### src/rtl/quad_pkg.sv
// Shared types and helpers for the quadrature encoder peripheral.
package quad_pkg;

  // Debounced {a,b} pin pair.
  typedef logic [1:0] ab_t;

  // Step codes equal the quadrature phase difference (cur - prev) mod 4,
  // so the decoder can produce them with a single subtraction.
  typedef enum logic [1:0] {
    STEP_NONE = 2'd0,
    STEP_FWD  = 2'd1,
    STEP_ERR  = 2'd2,
    STEP_REV  = 2'd3
  } step_t;

  // Result of a saturating add: clamped value plus a flag saying it clamped.
  typedef struct packed {
    logic signed [31:0] value;
    logic               clamped;
  } sat_t;

  // Signed add of a and b, clamped to the two's complement range of `width`
  // bits (width <= 31).
  function automatic sat_t sat_add(input int a, input int b, input int width);
    sat_t r;
    int   sum;
    int   hi;
    int   lo;
    sum       = a + b;
    hi        = (1 <<< (width - 1)) - 1;
    lo        = -(1 <<< (width - 1));
    r.value   = sum;
    r.clamped = 1'b0;
    if (sum > hi) begin
      r.value   = hi;
      r.clamped = 1'b1;
    end else if (sum < lo) begin
      r.value   = lo;
      r.clamped = 1'b1;
    end
    return r;
  endfunction

  // Signed contribution of one decoded step to a count.
  function automatic int step_value(input step_t s);
    case (s)
      STEP_FWD: return 1;
      STEP_REV: return -1;
      default:  return 0;
    endcase
  endfunction

endpackage

### src/rtl/quad_step_decode.sv
// Combinational x4 quadrature decoder: previous/current {a,b} -> step code.
// Shared with the position counters.
module quad_step_decode
  import quad_pkg::*;
(
  input  ab_t   prev_ab,
  input  ab_t   cur_ab,
  output step_t step,
  output logic  illegal
);

  // Map the Gray sequence 00,01,11,10 onto phases 0,1,2,3.
  function automatic logic [1:0] phase(input ab_t x);
    return {x[1], x[1] ^ x[0]};
  endfunction

  logic [1:0] delta;

  // Phase difference mod 4: 0 hold, 1 forward, 3 reverse, 2 both bits flipped.
  always_comb begin
    // NOTE: every always_comb output gets a value on every path, or a latch is inferred.
    delta   = phase(cur_ab) - phase(prev_ab);
    step    = step_t'(delta);
    illegal = (step == STEP_ERR);
  end

endmodule

### src/rtl/quad_rate_meter.sv
// Quadrature rate meter: counts signed x4 steps over a programmable window
// and publishes the count with a one-cycle valid strobe and sticky flags.
module quad_rate_meter
  import quad_pkg::*;
#(
  parameter int WINDOW_W = 16,
  parameter int RATE_W   = 8
) (
  input  logic                clk,
  input  logic                rst_n,
  input  logic                a,
  input  logic                b,
  input  logic [WINDOW_W-1:0] window_cmp,
  input  logic                clear,
  output logic [RATE_W-1:0]   rate,
  output logic                rate_valid,
  output logic                dir,
  output logic                err_sticky,
  output logic                sat_sticky
);

  ab_t                      prev_ab;
  ab_t                      cur_ab;
  logic                     primed;
  logic [WINDOW_W-1:0]      win_cnt;
  logic signed [RATE_W-1:0] acc;

  step_t                    step;
  logic                     illegal;
  int                       step_val;
  sat_t                     acc_sum;
  logic [RATE_W-1:0]        acc_next;
  logic                     window_end;

  assign cur_ab = {a, b};

  quad_step_decode u_decode (
    .prev_ab (prev_ab),
    .cur_ab  (cur_ab),
    .step    (step),
    .illegal (illegal)
  );

  // Step contribution (zero while priming) and the saturated running count.
  always_comb begin
    step_val   = primed ? step_value(step) : 0;
    acc_sum    = sat_add(int'(acc), step_val, RATE_W);
    acc_next   = RATE_W'(acc_sum.value);
    window_end = (win_cnt >= window_cmp);
  end

  // State update: priming, direction/flags, accumulation and window close.
  always_ff @(posedge clk) begin
    // NOTE: sequential state uses non-blocking assignments so every register
    // samples pre-edge values regardless of statement order.
    if (!rst_n) begin
      prev_ab    <= '0;
      primed     <= 1'b0;
      win_cnt    <= '0;
      acc        <= '0;
      rate       <= '0;
      rate_valid <= 1'b0;
      dir        <= 1'b0;
      err_sticky <= 1'b0;
      sat_sticky <= 1'b0;
    end else if (clear) begin
      // Clear beats a coincident window end and drops same-cycle events;
      // the next cycle re-primes from the live pins.
      primed     <= 1'b0;
      win_cnt    <= '0;
      acc        <= '0;
      rate       <= '0;
      rate_valid <= 1'b0;
      err_sticky <= 1'b0;
      sat_sticky <= 1'b0;
    end else begin
      prev_ab <= cur_ab;
      primed  <= 1'b1;

      if (primed) begin
        if (step == STEP_FWD) dir <= 1'b1;
        if (step == STEP_REV) dir <= 1'b0;
        if (illegal) err_sticky <= 1'b1;
      end

      if (acc_sum.clamped) sat_sticky <= 1'b1;

      // win_cnt stops at window_cmp, so it can never wrap.
      if (window_end) begin
        rate       <= acc_next;
        acc        <= '0;
        win_cnt    <= '0;
        rate_valid <= 1'b1;
      end else begin
        acc        <= acc_next;
        win_cnt    <= win_cnt + WINDOW_W'(1);
        rate_valid <= 1'b0;
      end
    end
  end

endmodule

### config.mk
export PLATFORM = sky130hd
export DESIGN_NAME = quad_rate_meter
export DESIGN_NICKNAME = d
export VERILOG_FILES = /design/src/rtl/quad_pkg.sv /design/src/rtl/quad_step_decode.sv /design/src/rtl/quad_rate_meter.sv
export SDC_FILE = /design/constraint.sdc
export NUM_CORES = 1
export LEC_CHECK = 0
export CORE_MARGIN = 2
export CORE_UTILIZATION = 56
export DETAILED_ROUTE_END_ITERATION = 10
export GPL_ROUTABILITY_DRIVEN = 0
export PLACE_DENSITY_LB_ADDON = 0.25
export SYNTH_ARGS = -nofsm -noshare
export SYNTH_HDL_FRONTEND = slang
export SYNTH_SLANG_ARGS = --single-unit
### constraint.sdc
create_clock -name clk -period 6.85 [get_ports clk]
set_input_delay 0.685 -clock clk [delete_from_list [all_inputs] [get_ports clk]]
set_output_delay 0.685 -clock clk [all_outputs]
set_load 0.1 [all_outputs]
==> impl_metrics.tcl <==
set metrics [dict create \
    status "completed" \
    cts_tree "done" \
    post_layout_nonfiller_instances 381 \
    relSlewSlack_pct 34.1 \
    synth-warning-count 0 \
    timing.final.crit_share_pct 86.9 \
    drcViolationCount 0 \
    fin_area_mm2 0.00310 \
    wl_per_cell_um 14.0 \
    hold_buffers 0 \
    grt_usage_pct 22.3 \
    synth_edf_count 0 \
    synthArstFlopShare_pct 0 \
    clk_latency_ns 0.29 \
    num_rows 24 \
    worstSetupPathDepth 21 \
    io_buffers 32 \
    synth.avg_cell_area_um2 9.01 \
    synthSimpleGateAreaFrac_pct 17.6 \
    core_mm2 0.00444 \
    fillerInstances 359 \
    final_nets 390 \
    endpoint "rate[0]" \
    synth_area_leaders "dfxtp_1 (30%), ha_1 (12%), fa_1 (11%)" \
    finalHoldViolCount 0 \
    required_ns 7.07 \
    drv_cap 0 \
    gr-total-overflow 0 \
    clk_pin_slew_ns 0.07 \
    start_util_pct 59.4 \
    timing.rr.end "rate[0]" \
    post_cts_resized 0 \
    dpl.cell_count 374 \
    synth_xor_area_share_pct 6.96 \
    synth_top_family_by_area "adder cells" \
    syn_area_mm2 0.00264 \
    diodes 0 \
    synth_ff_type "dfxtp_1" \
    maxSlewViolCount 0 \
    cp-end-kind "register" \
    max_freq_mhz 168 \
    min-delay-start "win_cnt[0]" \
    grt_max_degree 25 \
    rsz0062_at_grt "no" \
    cp_slowest_cell "clkdlybuf4s50_1" \
    total_power_uw 520 \
    rrSetupSlack_ns 1.41 \
    worstRegToRegCells 20 \
    path_common_cell "xnor2_1" \
    fp.dieW_um 72.7 \
    power.density_mw_per_mm2 168 \
    startpoint "a" \
    cp-start-kind "primary input" \
    yosys.area.top_type_share_pct 29.6 \
    drtIter0Drc 141 \
    cpPeakStageDelay_ns 0.53 \
    hpwl_um 4160 \
    cts_sinks 39 \
    cellLeakagePower_nw 1.38 \
    antenna_found_initial 0 \
    tns_ns 0 \
    drive_gt1_share_pct 3.95 \
    routed_wl_um 5330 \
    area_delta_synth_final_pct 17.2 \
    path_cells "clkdlybuf4s50_1 > xnor2_1 > ha_1 > xnor2_1 > xnor2_1 > and2_1 > buf_4 > inv_1 > fa_1 > nor2b_4 > o31a_1 > o2111ai_1 > nand2_1 > inv_1 > fa_1 > nor4b_1 > nand4_1 > or3_1 > nor4_4 > o21ai_0 > a31oi_1" \
    synth_cells 293 \
    rr_startpoint "prev_ab[1]" \
    synth_nets 354 \
    via_count 2192 \
    ctsRootBufferMaster "clkbuf_8" \
    cp.buffers_inverters 4 \
    synth_mux_area_share_pct 0.758 \
    grt_pass1_wl_um 9270 \
    clock_skew_ns 0.00456 \
    die_h_um 72.7 \
    synth-compound-area-share_pct 16.5 \
    io_pins 33 \
    critPathTopFamily "simple AND/OR/NAND/NOR gates" \
    min_period_ns 5.95 \
    cts_made_buffers 5 \
    ys_seq_area_share_pct 29.6 \
    yosysTopAreaCell "dfxtp_1" \
    worstSetupPathType "in -> reg" \
    crit_arrival_ns 6.17 \
    placed_area_mm2 0.00301 \
    die_area_mm2 0.00528 \
    dr.pass1.iters 4 \
    drtAntennaViolNets 0 \
    synth_fa_ha_area_share_pct 22.9 \
    finalSetupViolations 0 \
    worst_slew_pin_slew_ns 0.985 \
    clk_path_buf_depth 2 \
    post-cts-setup-buffers 0 \
    hold_path.class "reg -> reg" \
    synth_cell_type_count 46 \
    via_per_inst 5.75 \
    crit_fanout 11 \
    htreeDepth 2 \
    ir_drop_uv 151 \
    synth.ff_latch_count 39 \
    grt_pass1_vias 2097 \
]
-- synthesized netlist by cell type, types with 6 or more instances --
library cell	number
xnor2_1	14
o21ai_0	12
a21oi_1	22
a31oi_1	9
fa_1	14
nor2_1	27
dfxtp_1	39
inv_1	33
xor2_1	7
nand3_1	10
nor2b_1	6
o31ai_1	7
ha_1	26
nand2_1	12
-- area by class of cell --
class                           instances  area, um2  share of cell area [%]
Multi-Input combinational cell        216       1710                    55.3
Clock buffer                            5       68.8                    2.22
Timing Repair Buffer                   33        328                    10.6
Inverter                               34        128                    4.12
Sequential cell                        39        781                    25.2
Tap cell                               52       65.1                    2.10
Clock inverter                          2       13.8                   0.445
-- logic make-up after synthesis --
logic type / Yosys count
multiplexers: 2
AND/OR/NAND/NOR: 85
XOR/XNOR: 21
buffers and inverters: 38
AO/OA/AOI/OAI: 68
flip-flops: 39
adder cells (fa/ha/maj): 40
-- power by group --
group / total, mW / internal (mW) / switching, mW / leakage (nW)
combinational: 0.128 / 0.0537 / 0.0746 / 1.02
clock: 0.150 / 0.0695 / 0.0801 / 0.0440
sequential: 0.242 / 0.236 / 0.00612 / 0.317
total: 0.520 / 0.359 / 0.161 / 1.38
-- per-layer routing --
metal / vias up / share of wire [%] / GRT usage, %
met3: 5 / 3.0 / 4.56
met5: - / 0 / 0
met4: 0 / 1.2 / 7.41
met1: 1059 / 45 / 27.5
met2: 40 / 51 / 38.7
li1: 1088 / - / -
-- how the worst min path moves through the flow --
stage | cells after the start | to
floorplan | 1 | win_cnt[0]
global placement | 1 | win_cnt[0]
detailed placement | 1 | win_cnt[0]
CTS | 1 | win_cnt[0]
global route | 1 | win_cnt[0]
finish | 1 | win_cnt[0]
-- sequential cells by signal, summed over array words and instances, names as in the netlist --
| name | count |
|---|---|
| win_cnt | 16 |
| acc | 8 |
| rate | 8 |
| prev_ab | 2 |
| dir | 1 |
| err_sticky | 1 |
| primed | 1 |
| rate_valid | 1 |
| sat_sticky | 1 |
-- stage by stage --
step                setup slack, ns  util (%)  hold WS, ns
global placement              0.769      67.8        0.443
finish                        0.899      69.7        0.470
CTS                           0.916      69.7        0.468
floorplan                      1.34         -        0.426
detailed placement            0.650      67.8        0.450
global route                  0.493      69.7        0.482
-- cell usage in the layout, fill, tap and decap left out, types with 6 or more instances in the layout --
cell and n:
dfxtp_1 39, inv_1 33, clkdlybuf4s50_1 32, nor2_1 27, ha_1 26, a21oi_1 22
xnor2_1 14, fa_1 14, nand2_1 12, o21ai_0 12, nand3_1 10, a31oi_1 9
xor2_1 7, o31ai_1 7, nor2b_1 6
Power figures use the tool's default switching activity.
